**config.mk**
```make
export PLATFORM = sky130hd
export DESIGN_NAME = state_rle_logger
export DESIGN_NICKNAME = d
export VERILOG_FILES = /design/src/rtl/state_mon_pkg.sv /design/src/rtl/rle_fifo.sv /design/src/rtl/state_rle_logger.sv
export SDC_FILE = /design/constraint.sdc
export NUM_CORES = 1
export LEC_CHECK = 0
export BUFFER_PORTS_ARGS = -buffer_cell sky130_fd_sc_hd__buf_2
export CAP_MARGIN = 5
export CORE_UTILIZATION = 35
export CTS_CLUSTER_DIAMETER = 40
export DETAILED_ROUTE_END_ITERATION = 7
export GPL_TIMING_DRIVEN = 0
export PLACE_DENSITY = 0.54
export SLEW_MARGIN = 40
export SYNTH_ARGS = -nofsm -noshare
export SYNTH_HDL_FRONTEND = slang
export SYNTH_SLANG_ARGS = --single-unit
```
**constraint.sdc**
```tcl
create_clock -name clk -period 2.5 [get_ports clk]
set_clock_uncertainty 0.1 [all_clocks]
set_input_delay 0.375 -clock clk [delete_from_list [all_inputs] [get_ports clk]]
set_output_delay 0.375 -clock clk [all_outputs]
set_load 0.02 [all_outputs]
```
**src/rtl/state_mon_pkg.sv**
```systemverilog
// state_mon_pkg
// Shared definitions for the FSM state monitor blocks.
//   STATE_W       : width of the observed FSM state
//   DEFAULT_CNT_W : default run-count width of a run-length record
//   rle_rec_t     : one run-length record {state, count}
package state_mon_pkg;

  localparam int STATE_W       = 3;
  localparam int DEFAULT_CNT_W = 5;

  typedef struct packed {
    logic [STATE_W-1:0]       state;
    logic [DEFAULT_CNT_W-1:0] count;
  } rle_rec_t;

endpackage

```
**src/rtl/rle_fifo.sv**
```systemverilog
// rle_fifo
// Small register-array FIFO for run-length records. A push is accepted when
// there is room or when the head is popped in the same cycle; otherwise the
// record is dropped and a one-cycle drop pulse is raised. DEPTH must be a
// power of two (at least 2) so the pointers wrap naturally.
// Ports:
//   clk, reset (async, active-low)
//   push, push_data       : record offered this cycle
//   pop_ready             : consumer accepts the head record
//   out_valid, out_data   : head record, driven straight from registers
//   level                 : occupancy, 0..DEPTH
//   drop                  : pushed record was discarded this cycle
module rle_fifo #(
  parameter int WIDTH = 8,
  parameter int DEPTH = 4
) (
  input  logic                     clk,
  input  logic                     reset,
  input  logic                     push,
  input  logic [WIDTH-1:0]         push_data,
  input  logic                     pop_ready,
  output logic                     out_valid,
  output logic [WIDTH-1:0]         out_data,
  output logic [$clog2(DEPTH):0]   level,
  output logic                     drop
);

  localparam int            AW       = $clog2(DEPTH);
  localparam logic [AW:0]   FULL_LVL = (AW+1)'(DEPTH);

  logic [WIDTH-1:0] mem_q [DEPTH];
  logic [WIDTH-1:0] mem_d [DEPTH];
  logic [AW-1:0]    wr_ptr_q, wr_ptr_d;
  logic [AW-1:0]    rd_ptr_q, rd_ptr_d;
  logic [AW:0]      level_q, level_d;
  logic             pop;
  logic             accept;

  // A pop frees the head slot in the same cycle, so a full FIFO can still
  // accept a record while it is being drained.
  assign pop    = (level_q != '0) & pop_ready;
  assign accept = push & ((level_q != FULL_LVL) | pop);
  assign drop   = push & ~accept;

  // Next-state for storage, pointers and occupancy.
  always_comb begin
    mem_d    = mem_q;
    wr_ptr_d = wr_ptr_q;
    rd_ptr_d = rd_ptr_q;
    level_d  = level_q;
    if (accept) begin
      mem_d[wr_ptr_q] = push_data;
      wr_ptr_d        = wr_ptr_q + 1'b1;
    end
    if (pop) begin
      rd_ptr_d = rd_ptr_q + 1'b1;
    end
    case ({accept, pop})
      2'b10:   level_d = level_q + 1'b1;
      2'b01:   level_d = level_q - 1'b1;
      default: level_d = level_q;
    endcase
  end

  // Storage is cleared on reset so the idle head reads as zero.
  always_ff @(posedge clk or negedge reset) begin
    if (!reset) begin
      for (int i = 0; i < DEPTH; i++) begin
        mem_q[i] <= '0;
      end
      wr_ptr_q <= '0;
      rd_ptr_q <= '0;
      level_q  <= '0;
    end else begin
      mem_q    <= mem_d;
      wr_ptr_q <= wr_ptr_d;
      rd_ptr_q <= rd_ptr_d;
      level_q  <= level_d;
    end
  end

  assign out_valid = (level_q != '0);
  assign out_data  = mem_q[rd_ptr_q];
  assign level     = level_q;

endmodule

```
**src/rtl/state_rle_logger.sv**
```systemverilog
// state_rle_logger
// Observes the control FSM state every clock and compresses runs of equal
// states into (state, count) records, buffered in rle_fifo and drained over a
// valid/ready port. A dropped record sets a sticky overflow flag.
// Ports:
//   clk, reset (async, active-low)
//   s_in       : FSM state sampled each posedge
//   flush      : close the current run now
//   clear_ovf  : synchronous clear of overflow
//   out_valid / out_ready / out_state / out_count : record output
//   overflow   : sticky, a record was dropped
//   level      : FIFO occupancy
module state_rle_logger
  import state_mon_pkg::*;
#(
  parameter int CNT_W = DEFAULT_CNT_W,
  parameter int DEPTH = 4
) (
  input  logic                   clk,
  input  logic                   reset,
  input  logic [STATE_W-1:0]     s_in,
  input  logic                   flush,
  input  logic                   clear_ovf,
  output logic                   out_valid,
  input  logic                   out_ready,
  output logic [STATE_W-1:0]     out_state,
  output logic [CNT_W-1:0]       out_count,
  output logic                   overflow,
  output logic [$clog2(DEPTH):0] level
);

  localparam int               REC_W   = STATE_W + CNT_W;
  localparam logic [CNT_W-1:0] CNT_MAX = '1;

  logic [STATE_W-1:0] cur_state_q, cur_state_d;
  logic [CNT_W-1:0]   run_cnt_q, run_cnt_d;
  logic               run_active_q, run_active_d;
  logic               overflow_q, overflow_d;
  logic               close_run;
  logic               drop;
  logic [REC_W-1:0]   head_rec;

  // A run closes on a state change, on saturation, or on request. The
  // sampled state always opens the next run, so a saturated run continues
  // seamlessly with count 1 in the closing cycle.
  assign close_run = run_active_q &
                     ((s_in != cur_state_q) | (run_cnt_q == CNT_MAX) | flush);

  // Run tracker next-state.
  always_comb begin
    cur_state_d  = cur_state_q;
    run_cnt_d    = run_cnt_q;
    run_active_d = run_active_q;
    if (!run_active_q) begin
      cur_state_d  = s_in;
      run_cnt_d    = CNT_W'(1);
      run_active_d = 1'b1;
    end else if (close_run) begin
      cur_state_d = s_in;
      run_cnt_d   = CNT_W'(1);
    end else begin
      run_cnt_d = run_cnt_q + 1'b1;
    end
  end

  // A drop in the same cycle as clear_ovf keeps the flag set.
  always_comb begin
    overflow_d = overflow_q;
    if (drop) begin
      overflow_d = 1'b1;
    end else if (clear_ovf) begin
      overflow_d = 1'b0;
    end
  end

  // Run and overflow registers.
  always_ff @(posedge clk or negedge reset) begin
    if (!reset) begin
      cur_state_q  <= '0;
      run_cnt_q    <= '0;
      run_active_q <= 1'b0;
      overflow_q   <= 1'b0;
    end else begin
      cur_state_q  <= cur_state_d;
      run_cnt_q    <= run_cnt_d;
      run_active_q <= run_active_d;
      overflow_q   <= overflow_d;
    end
  end

  rle_fifo #(
    .WIDTH (REC_W),
    .DEPTH (DEPTH)
  ) u_fifo (
    .clk       (clk),
    .reset     (reset),
    .push      (close_run),
    .push_data ({cur_state_q, run_cnt_q}),
    .pop_ready (out_ready),
    .out_valid (out_valid),
    .out_data  (head_rec),
    .level     (level),
    .drop      (drop)
  );

  assign out_state = head_rec[REC_W-1:CNT_W];
  assign out_count = head_rec[CNT_W-1:0];
  assign overflow  = overflow_q;

endmodule

```
### Yosys cells after proc, flatten, opt, wreduce, memory -nomap -nowiden

Cells that the tools add are included.

| word-level totals | value |
|---|---|
| register bits after elaboration | 49 |
| logic and storage cells | 52 |
| bits of input ports | 8 |

| operators by class | value |
|---|---|
| eq/ne operators | 6 |
| multiplexer cells | 13 |
| $lt $le $gt $ge | 3 |
| bitwise operators | 10 |
| reduce and logical (&&, ||, !) cells | 4 |
| $add $sub $neg | 5 |

Operator list:

| kind | count |
|---|---|
| 32-bit bitwise mux | 1 |
| 8-bit 2-to-1 mux | 3 |
| 8-bit binary-select mux with 2-bit select | 1 |
| 8-bit demux with 2-bit select | 1 |
| 5-bit 2-to-1 mux | 2 |
| 3-bit greater-or-equal comparator (second input constant) | 2 |
| 3-bit 2-to-1 mux | 2 |
| 2-bit inverter with 3-bit output | 2 |
| 3-bit one-hot mux with 2 select lines | 1 |
| 5-bit by 1-bit adder with 5-bit output (second input constant) | 1 |
| 5-bit equality test (second input constant) | 1 |
| 2-bit by 1-bit adder with 2-bit output (second input constant) | 2 |
| 1-bit AND | 4 |
| 2-bit nonzero test | 2 |
| 3-bit by 1-bit adder with 3-bit output (second input constant) | 1 |
| 3-bit by 1-bit less-than comparator with 1-bit output (second input constant) | 1 |
| 3-bit inequality test | 1 |
| 3-bit inequality test (second input constant) | 1 |
| 1-bit bitwise OR | 3 |
| 3-bit nonzero test | 1 |
| 3-bit by 1-bit subtractor with 3-bit output (second input constant) | 1 |
| 2-bit by 1-bit equality test with 1-bit output (second input constant) | 1 |
| 2-bit equality test (second input constant) | 1 |
| 1-bit 2-to-1 mux | 2 |
| other kinds (3) | 3 |

### Depth between registers and ports, before layout

Gate-level depths: netlist of the first run.

| depth | value |
|---|---|
| depth in word-level cells | 8 |
| depth in mapped cells | 12 |
| gate-level depth less buffers | 12 |

### Modules after synthesis

A second synthesis of the first run with hierarchy kept.

| unflattened totals | value |
|---|---|
| cells, all modules | 150 |
| area, all modules | 2,230.9 sq um |

Modules (own cells, without submodules):

| module | times used | cells an instance | area each (sq um) | seq. area each (sq um) |
|---|---|---|---|---|
| rle_fifo | 1 | 115 | 1,805.5 | 975.9 |
| state_rle_logger | 1 | 35 | 425.4 | 250.2 |

### Least setup slack after synthesis of the first run

OpenSTA, ideal clock, no wires.

| timing | value |
|---|---|
| path type | register to register |
| from | register run_cnt_q[0] |
| to | register u_fifo.level_q[2] (netlist: u_fifo.level[2]) |
| required time | 2,320 ps |
| slack | -231 ps |
| arrival time | 2,552 ps |
| path buffers | 0 |
| library setup time | 80 ps |
| cell stages (with the launch flop) | 13 |
| path through | dfrtp_1 > ha_1 > and3_1 > ha_1 > nor2_1 > a41oi_4 > nand2_1 > ha_1 > inv_1 > fa_1 > xor2_1 > nor2_1 > xor2_1 |

| between the ends | value |
|---|---|
| word-level cells in the longest chain between the ends | 7 |
| elaborated cells on any way between the ends | 9 |
| those cells by class | eq/ne (3); mux (1); bitwise (4); reduce/logical (1) |

RTL lines:

| item | RTL line | source |
|---|---|---|
| start, declared | state_rle_logger.sv:36 | `logic [CNT_W-1:0] run_cnt_q, run_cnt_d;` |
| start signal, assigned | state_rle_logger.sv:85 | `run_cnt_q <= run_cnt_d;` |
| 5-bit equality test (*) | state_rle_logger.sv:47 | `((s_in != cur_state_q) \| (run_cnt_q == CNT_MAX) \| flush);` |
| 1-bit bitwise OR (*) (2 in a row) | state_rle_logger.sv:47 |  |
| 1-bit AND (*) | state_rle_logger.sv:46 | `assign close_run = run_active_q &` |
| 1-bit AND (*) | rle_fifo.sv:42 | `assign accept = push & ((level_q != FULL_LVL) \| pop);` |
| 2-bit by 1-bit equality test with 1-bit output or 2-bit equality test (tied branches) | rle_fifo.sv:58 | `case ({accept, pop})` |
| 3-bit one-hot mux with 2 select lines or 2-bit nonzero test (tied branches) | n/a |  |
| end signal, assigned | rle_fifo.sv:78 | `level_q <= level_d;` |
| end, declared | rle_fifo.sv:35 | `logic [AW:0] level_q, level_d;` |

Every way passes the cells marked *; elsewhere a longest branch is shown, timed or not.
A chain may end at the register's enable or synchronous reset.

### Worst setup path after layout of the first run

Same ends and word-level chain as after synthesis.

==> out/qor.yml, run 1 <==
timing:
  whs_ns: 0.156
  rsz0062_at_grt: "true"
  maxSlewViolCount: 0
  finalWorstSetupSlack_ns: 0.0795
  relSlewSlack_pct: 55.2
  finalCriticalPeriod_ns: 2.42
  worst_slew_pin_slew_ns: 0.672
  clock.fmax_mhz: 413
  finalCritPeriodShare_pct: 96.8
  hold_violations: 0
  setup_viol: 0
final_layout:
  diodes: 0
  fin_area_um2: 2630
  multi_input_area_um2: 998
  drive_above_1_share_pct: 49.5
  regArea_um2: 1230
  nets: 197
  area_growth_pct: 18.2
  n_fill_cell: 577
floorplan:
  rows: 28
  core_area_um2: 6030
  fp.dieH_um: 81.7
  dieArea_um2: 6680
  initial_core_util_pct: 36.9
  fp.dieW_um: 81.7
  io_pins: 21
placed_design:
  place_hpwl_um: 2660
  gp_congestion: 0.688
  place_area_um2: 2450
  io_buffers: 20
  place_ws_ns: -0.218
clocking:
  cts_buffers: 5
  clk_latency_ns: 0.30
  numClockSinks: 49
  htree_levels: 2
  cts_tree: "done"
  cts.root.buffer_cell: "clkbuf_8"
  clk_pin_slew_ns: 0.08
  cts.path.max_buffers: 2
global_routing:
  grt_pass1_vias: 1438
  grt_pass1_wl_um: 6820
  grt-ovfl-total: 0
  track_usage_pct: 14.3
  antenna_found_initial: 0
  grt_start_max_net_pins: 50
worst_setup_path:
  cp_slowest_cell: "dfrtp_2"
  cp.required_ns: 2.59
  arrival_ns: 2.51
  end_kind: "register"
  cp-start-kind: "register"
  crit_chain: "ha_4 -> and3_4 -> ha_4 -> nor2_4 -> a41oi_4 -> nand2_2 -> ha_4 -> inv_2 -> fa_2 -> xor2_1 -> nor2_1 -> xor2_1"
  cp_max_fo: 2
  critPathMaxStageDelay_ns: 0.43
  rr_worst_depth: 12
  worst_path_most_repeated_cell: "ha_4"
  crit_type: "register to register"
drt:
  dr_total_vias: 1252
  antenna_left: 0
  firstDrtPassIters: 3
  wl_per_cell_um: 15.7
  viasPerCell: 4.87
  postRouteWirelength_um: 4030
  drtIter0Drc: 28
  drc: 0
synth:
  synth_top_family_by_area: "multiplexers"
  synth_edf_count: 0
  syn_area_per_cell_um2: 15.1
  synth_seq_area_share_pct: 55.1
  syn_area_um2: 2220
  synthDistinctLibCells: 27
  synth.mux.area_fraction_pct: 25.3
  synth_compound_area_share_pct: 1.52
  synthArstFlopShare_pct: 100
  yosys.area.top_type: "dfrtp_1"
  netlist.area_leader.share_pct: 55.1
  ys_ff_latch: 49
  synthAdderAreaFrac_pct: 4.84
  synth_common_cells: "dfrtp_1, mux2_2, inv_1, mux4_2"
  yosys.area_share.xor_xnor_pct: 4.33
  ys.flop_type: "dfrtp_1"
  synth-simple-area-share_pct: 6.30
  synth_area_leaders: "dfrtp_1, mux2_2, mux4_2, ha_1, xnor2_1"
  synth.most_common_cell: "dfrtp_1"
  syn_inst: 147
  synthesis.nets: 163
  yosysWarnings: 0
run_status:
  status: "finished clean"
flow_run:
  cap_violations: 0
power:
  p_leak_nw: 1.18
  ir_drop_mv: 0.485
  power_density_nw_per_um2: 982
min_path:
  holdPathStages: 2
  hold_class: "input port to register"
[path summary, 6_finish.rpt]
path | from | endpoint | slack, ns
setup / recovery | run_cnt_q[0]$_DFF_PN0_ | u_fifo.level[2]$_DFFE_PN0P_ | 0.08
hold / removal | clear_ovf | overflow$_DFFE_PN0P_ | 0.16
setup reg to reg | run_cnt_q[0]$_DFF_PN0_ | u_fifo.level[2]$_DFFE_PN0P_ | 0.08
hold reg to reg | u_fifo.level[2]$_DFFE_PN0P_ | u_fifo.level[2]$_DFFE_PN0P_ | 0.40
max in group asynchronous | reset | run_cnt_q[0]$_DFF_PN0_ | 1.32
min in group asynchronous | reset | u_fifo.mem_q[29]$_DFFE_PN0P_ | 0.53
[cell type report]
type                    instances  area share (%)
inverters                       8            1.14
clock inverters                 2           0.524
clock buffers                   6            3.14
plain buffers                   6           0.952
multi-input cells              84            38.0
repair buffers                 27            6.00
well taps                      75            3.57
flip-flops and latches         49            46.7
[state kept, by name, summed over array words and instances (netlist names)]
signal / count
run_cnt_q: 5
u_fifo.mem_q: 32
overflow: 1
run_active_q: 1
cur_state_q: 3
u_fifo.rd_ptr_q: 2
u_fifo.level: 3
u_fifo.wr_ptr_q: 2
[per-layer routing]
layer	vias up	global-route usage (%)	routed length [um]	share of wire, %
li1	579	-	-	-
met4	0	7.19	104	2.6
met3	9	3.00	126	3.1
met5	-	0	0	0
met2	23	24.6	2010	50
met1	641	16.8	1790	44
[logic make-up after synthesis]
logic type / count (synthesis)
buffers and inverters: 14
AOI/OAI and AO/OA: 2
and+or+nand+nor: 20
muxes: 42
DFF: 49
adders and majority gates: 8
xor gates and xnor gates: 11
other: 1
[report_power, final]
group          switching, W  leakage, nW  internal, W
clock network      0.000265       0.0512     0.000225
registers          0.000109        0.608     0.000985
logic              0.000515        0.520     0.000482
total              0.000889         1.18      0.00169
[cells in the final DEF (no fill, tap or decap), drive strengths merged, types with 2 or more instances in the layout]
cell type / n
dfrtp: 49
mux2: 33
buf: 29
clkbuf: 9
mux4: 8
inv: 8
xnor2: 7
ha: 7
nand3: 5
xor2: 4
and2: 3
nor2: 3
nand2: 3
nor3: 2
clkinv: 2
[worst max-delay path: cells and delay by family, from the launching register on]
family                     cells  cell delay [ns]
AOI/OAI and AO/OA              1             0.12
xor gates and xnor gates       2             0.32
adders and majority gates      4             0.79
buffers and inverters          1             0.03
DFF                            1             0.43
and+or+nand+nor                4             0.50
[timing repair]
action | 4_1_cts | 5_1_grt
pin swaps | 2 | 7
gates resized for setup | 2 | 4
buffers inserted | 4 | 2
hold endpoints to repair | 16 | 0
setup endpoints to repair | 2 | 1
hold buffers | 1 | 0
[through the flow]
step | total power, W | TNS [ns] | instances | utilization, %
2_1_floorplan | 0.00184 | 0 | 147 | -
3_3_place_gp | 0.00206 | -0.176 | 242 | 40.6
3_5_place_dp | 0.00211 | -0.273 | 242 | 40.6
4_1_cts | 0.00262 | 0 | 255 | 43.0
5_1_grt | 0.00276 | -0.0361 | 257 | 43.6
6_report | 0.00258 | 0 | 257 | 43.6
Note: power is estimated with default switching activity, not from simulation.
==> run 2, diff against run 1 <==
Settings changed: MAX_ROUTING_LAYER set to met4, SETUP_SLACK_MARGIN set to 0.15, SYNTH_HIERARCHICAL set to 1.
==> run 2 against run 1 <==
The run now ends with negative hold slack, negative setup slack left. Synthesized area up 0.28%. Clock-buffer cell count is 2 higher. Critical path type unchanged. Highest routed layer unchanged. First-iteration DRC count grew 64%. Critical path depth is the same. Via count up 2.4%. Worst setup slack lost 0.095 ns.
==> out/qor.yml, run 2 <==
placed_design:
  place_hpwl_um: 2840  # +6.9%
  io_buffers: 20  # unchanged
  gp_congestion: 0.700  # +1.7%
timing:
  setup_viol: 1  # +1
  maxSlewViolCount: 0  # unchanged
  hold_violations: 9  # +9
  worst_slew_pin_slew_ns: 0.653  # -0.0193 ns
  finalWorstSetupSlack_ns: -0.0151  # -0.0946 ns
  relSlewSlack_pct: 56.5  # +1.3 points
  clock.fmax_mhz: 398  # -3.8%
  rsz0062_at_grt: "true"
  finalCriticalPeriod_ns: 2.52  # +0.0946 ns
  whs_ns: -0.00820  # -0.164 ns
  finalCritPeriodShare_pct: 101  # +3.8 points
floorplan:
  core_area_um2: 6030  # unchanged
  dieArea_um2: 6700  # +0.27%
  initial_core_util_pct: 37.0  # +0.10 points
  fp.dieH_um: 81.8  # +0.13%
  io_pins: 21  # unchanged
  rows: 28  # unchanged
  fp.dieW_um: 81.8  # +0.13%
global_routing:
  grt_start_max_net_pins: 50  # unchanged
  grt_pass1_vias: 1355  # -5.8%
  grt_pass1_wl_um: 6820  # -0.10%
  track_usage_pct: 14.9  # +0.60 points
  antenna_found_initial: 0  # unchanged
  grt-ovfl-total: 0  # unchanged
worst_setup_path:
  cp.required_ns: 2.62  # +0.03 ns
  cp_max_fo: 2  # unchanged
  arrival_ns: 2.64  # +0.13 ns
  ff2ff_setup_slack_ns: -0.02  # -0.09 ns
  end_kind: "register"
  crit_type: "register to register"
  cp-start-kind: "register"
run_status:
  status: "finished, violations left"
  violations: "negative hold slack, negative setup slack"
synth:
  synth_common_cells: "dfrtp_1, mux2_2, mux4_2"
  synth_area_leaders: "dfrtp_1, mux2_2, mux4_2, ha_1, xnor2_1"
  yosys.area.top_type: "dfrtp_1"
  ys.flop_type: "dfrtp_1"
  synthArstFlopShare_pct: 100  # unchanged
  synth.most_common_cell: "dfrtp_1"
  netlist.area_leader.share_pct: 55.0  # -0.15 points
  syn_area_um2: 2230  # +0.28%
  syn_area_per_cell_um2: 14.9  # -1.7%
  synthesis.nets: 166  # +1.8%
  syn_inst: 150  # +2.0%
  ys_ff_latch: 49  # unchanged
  synth_seq_area_share_pct: 55.0  # -0.15 points
  synthDistinctLibCells: 28  # +3.7%
  yosysWarnings: 6  # +6
  synth_edf_count: 0  # unchanged
clocking:
  cts_tree: "done"
  clk_pin_slew_ns: 0.08  # about the same
  cts_hold_buf: 0  # -1
  numClockSinks: 49  # unchanged
  cts.root.buffer_cell: "clkbuf_8"
  cts_buffers: 5  # unchanged
  htree_levels: 2  # unchanged
  cts.path.max_buffers: 2  # unchanged
  clk_latency_ns: 0.29  # about the same
power:
  ir_drop_mv: 0.476  # -2.0%
  p_leak_nw: 1.20  # +1.7%
  power_density_nw_per_um2: 973  # -0.83%
flow_run:
  cap_violations: 0  # unchanged
final_layout:
  mostFrequentLayoutCells: "dfrtp_1, mux2_2, buf_2"
  reg_top3: "u_fifo/mem_q (32), run_cnt_q (5)"
  area_growth_pct: 18.5
  multi_input_area_um2: 1030  # +3.4%
  nets: 201  # +2.0%
  n_fill_cell: 559  # -3.1%
  final_core_util_pct: 43.9  # +0.23 points
  final_common_cell: "dfrtp_1"
  diodes: 0  # unchanged
  drive_above_1_share_pct: 51.1  # +1.6 points
  regArea_um2: 1230  # unchanged
  largest_register_ff_count: 32  # unchanged
  regMostFlops: "u_fifo/mem_q"
drt:
  dr_total_vias: 1282  # +2.4%
  postRouteWirelength_um: 4290  # +6.3%
  drc: 0  # unchanged
  viasPerCell: 4.91  # +0.83%
  drtIter0Drc: 46  # +64%
  firstDrtPassIters: 4  # +1
  antenna_left: 0  # unchanged
  wl_per_cell_um: 16.4  # +4.7%
min_path:
  hold_class: "input port to asynchronous set/reset pin"
-- run 2: cell types whose count changed after synthesis, sizes merged, moves of 2 or more --
cell | previous run | this run
nor2 | 3 | 6
and2 | 3 | 5
nor3 | 2 | 0
nand2 | 3 | 6
nand3 | 5 | 1
-- run 2: final timing paths --
kind                                         from                      endpoint  cells after the start
setup reg to reg           run_cnt_q[0]$_DFF_PN0_   u_fifo/level[2]$_DFFE_PN0P_                     12
min in group clk                          s_in[0]    cur_state_q[0]$_DFFE_PN0P_                      2
setup / recovery           run_cnt_q[0]$_DFF_PN0_   u_fifo/level[2]$_DFFE_PN0P_                     12
hold reg to reg              overflow$_DFFE_PN0P_          overflow$_DFFE_PN0P_                      1
hold / removal                              reset  u_fifo/mem_q[10]$_DFFE_PN0P_                      1
max in group asynchronous                   reset        run_cnt_q[0]$_DFF_PN0_                      1
-- run 2: power breakdown --
part	internal (W)	leakage [nW]	total (W)	switching, W
Clock	0.000199	0.0395	0.000444	0.000245
Combinational	0.000494	0.552	0.00101	0.000520
Sequential	0.000985	0.608	0.00111	0.000129
-- run 2: per-layer routing --
metal	part of all wire, %	vias to the layer above	GRT usage [%]
met5	0	-	-
met1	45	666	19.0
met3	3.3	6	3.67
li1	-	590	-
met2	50	20	23.2
met4	1.3	0	5.09
-- run 2: logic make-up (layout without fill, tap and decap cells) --
kind of cell               Yosys count  after routing  synth area share [%]
AOI/OAI and AO/OA                    3              3                  1.18
and+or+nand+nor                     24             24                  7.29
adders and majority gates            8              8                  4.82
buffers and inverters               12             48                  2.07
DFF                                 49             49                  55.0
muxes                               42             42                  25.2
other                                1              1                 0.168
xor gates and xnor gates            11             11                  4.32
-- run 2: metrics by stage --
step           area, um2  std cells  setup WS (ns)  power (W)  TNS [ns]
2_1_floorplan       2280        150         0.0210    0.00184         0
3_3_place_gp        2470        245         -0.136    0.00207    -0.440
3_5_place_dp        2470        245         -0.193    0.00213     -1.19
4_1_cts             2630        259        -0.0107    0.00260   -0.0107
5_1_grt             2640        261        -0.0916    0.00274   -0.0916
6_report            2640        261        -0.0151    0.00257   -0.0151
-- run 2: repair_timing --
item                       4_1_cts  5_1_grt
gates cloned                     0        0
gates resized for setup          4        0
setup endpoints to repair       34       34
buffers inserted                 6        2
pin swaps                        2        3
-- run 2: worst max-delay path: stages (launching register included) --
cell and delay (ns):
dfrtp_2 0.43, ha_4 0.16, and3_4 0.18, ha_4 0.16, nor2_4 0.12, a41oi_4 0.11
or2b_4 0.25, ha_4 0.13, inv_2 0.04, fa_2 0.33, xor2_1 0.16, nor2_1 0.14
xor2_1 0.15
-- run 2: layout make-up --
cell class	count	area share [%]
flip-flops and latches	49	46.4
multi-input cells	89	39.1
repair buffers	28	6.16
well taps	75	3.55
clock buffers	8	3.03
inverters	7	0.994
plain buffers	5	0.758
==> run 3, diff against run 2 <==
Settings changed: HOLD_SLACK_MARGIN set to 0.02.
==> run 3 against run 2 <==
Wire length rose by 0.37%. Clock-buffer cell count stayed put. Worst hold slack improved by 0.19 ns. The flow finishes with violations (negative setup slack). Register-to-register slack is essentially flat. Clock power about the same. Critical endpoint unchanged. Utilization is 0.17 points higher. First-iteration DRC count down 13%. Sequential power is essentially flat. Cell area up 0.38%. Worst setup slack is essentially flat. Sequential share of layout area fell by 0.18 points.
==> out/qor.yml, run 3 (synthesis gave the netlist of run 2 again) <==
run_status:
  violations: "negative setup slack"
  status: "finished, violations left"
placed_design:
  place_hpwl_um: 2840  # unchanged
  io_buffers: 20  # unchanged
  gp_congestion: 0.700  # unchanged
drt:
  drtIter0Drc: 40  # -13%
  firstDrtPassIters: 4  # unchanged
  antenna_left: 0  # unchanged
  dr_total_vias: 1290  # +0.62%
  wl_per_cell_um: 16.4  # about the same
  viasPerCell: 4.92  # +0.24%
  postRouteWirelength_um: 4300  # +0.37%
  drc: 0  # unchanged
clocking:
  cts_tree: "done"
  clk_latency_ns: 0.29  # about the same
  cts.root.buffer_cell: "clkbuf_8"
  numClockSinks: 49  # unchanged
  htree_levels: 2  # unchanged
  cts_buffers: 5  # unchanged
  cts.path.max_buffers: 2  # unchanged
  clk_pin_slew_ns: 0.08  # about the same
power:
  ir_drop_mv: 0.476  # about the same
  p_leak_nw: 1.20  # +0.35%
  p_int_w: 0.00168  # about the same
  switching_share_pct: 34.8  # about the same
  power_frac_comb_pct: 39.4  # about the same
  clkPwrFrac_pct: 17.3  # about the same
  power_frac_seq_pct: 43.3  # about the same
  power_density_nw_per_um2: 971  # -0.28%
  p_switching_w: 0.000896  # +0.17%
min_path:
  hold_class: "input port to register"
  holdPathEnd: "cur_state_q[0]$_DFFE_PN0P_"
  holdPathStages: 2
  hold_start: "s_in[0]"
worst_setup_path:
  cp-start-kind: "register"
  rr_worst_depth: 12  # unchanged
  reg2reg_from: "run_cnt_q[0]$_DFF_PN0_"
  end_kind: "register"
  arrival_ns: 2.64  # about the same
  cp.required_ns: 2.62  # about the same
  crit_type: "register to register"
  cp_max_fo: 2  # unchanged
  ff2ff_setup_slack_ns: -0.02  # about the same
  rr_endpoint: "u_fifo/level[2]$_DFFE_PN0P_"
final_layout:
  largest_register_ff_count: 32  # unchanged
  regMostFlops: "u_fifo/mem_q"
  area_growth_pct: 18.9
  mostFrequentLayoutCells: "dfrtp_1, mux2_2, buf_2"
  reg_top3: "u_fifo/mem_q (32), run_cnt_q (5)"
  final_common_cell: "dfrtp_1"
  drive_above_1_share_pct: 50.8  # -0.27 points
  diodes: 0  # unchanged
  final_core_util_pct: 44.0  # +0.17 points
  nets: 202  # +0.50%
global_routing:
  grt-ovfl-total: 0  # unchanged
  grt_pass1_wl_um: 6840  # +0.40%
  track_usage_pct: 15.0  # +0.049 points
  grt_start_max_net_pins: 50  # unchanged
  grt.busiest_layer: "met2"
  use_met3_pct: 3.67  # unchanged
  use_met1_pct: 19.0  # unchanged
  grt_pass1_vias: 1367  # +0.89%
  antenna_found_initial: 0  # unchanged
  grtUsageMet2_pct: 23.4  # +0.17 points
floorplan:
  core_area_um2: 6030  # unchanged
  initial_core_util_pct: 37.0  # unchanged
  dieArea_um2: 6700  # unchanged
  fp.dieW_um: 81.8  # unchanged
  fp.dieH_um: 81.8  # unchanged
  rows: 28  # unchanged
  io_pins: 21  # unchanged
timing:
  hold_violations: 0  # -9
  rsz0062_at_grt: "true"
  finalWorstSetupSlack_ns: -0.0153  # -0.000181 ns
  whs_ns: 0.184  # +0.192 ns
  clock.fmax_mhz: 398  # about the same
  relSlewSlack_pct: 56.5  # about the same
  worst_slew_pin_slew_ns: 0.653  # -0.000438 ns
  setup_viol: 1  # unchanged
  finalCritPeriodShare_pct: 101  # about the same
  maxSlewViolCount: 0  # unchanged
  finalCriticalPeriod_ns: 2.52  # +0.000181 ns
flow_run:
  cap_violations: 0  # unchanged
run 3: cell count changes in the layout (fill, tap and decap cells not counted), sizes merged:
cell	previous run	this run
dlygate4sd3	0	1
run 3: power by group through the flow:
stage / clock, W / combinational (W) / sequential (W)
floorplan: 0 / 0.000710 / 0.00113
global placement: 0 / 0.000964 / 0.00111
detailed placement: 0 / 0.000999 / 0.00114
CTS: 0.000461 / 0.00103 / 0.00112
global route: 0.000495 / 0.00110 / 0.00114
finish: 0.000446 / 0.00102 / 0.00111
run 3: per-layer routing:
layer | part of all wire, % | vias up
li1 | - | 592
met1 | 45 | 672
met2 | 50 | 20
met3 | 3.2 | 6
met4 | 1.3 | 0
met5 | 0 | -
run 3: timing repair:
item | 4_1_cts | 5_1_grt
resized for setup | 4 | 0
hold endpoints to repair | 31 | 0
pin swaps | 2 | 3
hold buffers | 1 | 0
setup endpoints to repair | 34 | 34
setup buffers | 6 | 2
run 3: cell type report:
cell class,instances,area (um2)
Inverter,7,26.3
Clock buffer,8,80.1
Fill cell,558,3370
Sequential cell,49,1230
Buffer,5,20.0
Multi-Input combinational cell,89,1030
Tap cell,75,93.8
Timing Repair Buffer,29,173
run 3: how the worst max path moves through the flow:
| stage | startpoint | end | slack, ns | cells past startpoint |
|---|---|---|---|---|
| 3_5_place_dp | run_cnt_q[0]$_DFF_PN0_ | u_fifo/level[2]$_DFFE_PN0P_ | -0.19 | 12 |
| 6_report | run_cnt_q[0]$_DFF_PN0_ | u_fifo/level[2]$_DFFE_PN0P_ | -0.02 | 12 |
| 2_1_floorplan | run_cnt_q[0]$_DFF_PN0_ | u_fifo/level[2]$_DFFE_PN0P_ | 0.02 | 12 |
| 5_1_grt | run_cnt_q[0]$_DFF_PN0_ | u_fifo/level[2]$_DFFE_PN0P_ | -0.09 | 12 |
| 4_1_cts | run_cnt_q[0]$_DFF_PN0_ | u_fifo/level[2]$_DFFE_PN0P_ | -0.01 | 12 |
| 3_3_place_gp | run_cnt_q[1]$_DFF_PN0_ | u_fifo/level[2]$_DFFE_PN0P_ | -0.14 | 12 |
run 3: critical path, cell delays in order (launching register included):
cell and delay [ns]:
dfrtp_2 0.43, ha_4 0.16, and3_4 0.18, ha_4 0.16, nor2_4 0.12, a41oi_4 0.11
or2b_4 0.25, ha_4 0.13, inv_2 0.04, fa_2 0.33, xor2_1 0.16, nor2_1 0.14
xor2_1 0.15
run 3: per-stage QoR:
stage / setup TNS, ns / setup slack [ns] / total power [W] / cells / area, um2
4_1_cts: -0.0107 / -0.0107 / 0.00260 / 260 / 2640
3_5_place_dp: -1.19 / -0.193 / 0.00213 / 245 / 2470
5_1_grt: -0.0916 / -0.0916 / 0.00274 / 262 / 2650
6_report: -0.0153 / -0.0153 / 0.00257 / 262 / 2650
2_1_floorplan: 0 / 0.0210 / 0.00184 / 150 / 2280
3_3_place_gp: -0.440 / -0.136 / 0.00207 / 245 / 2470
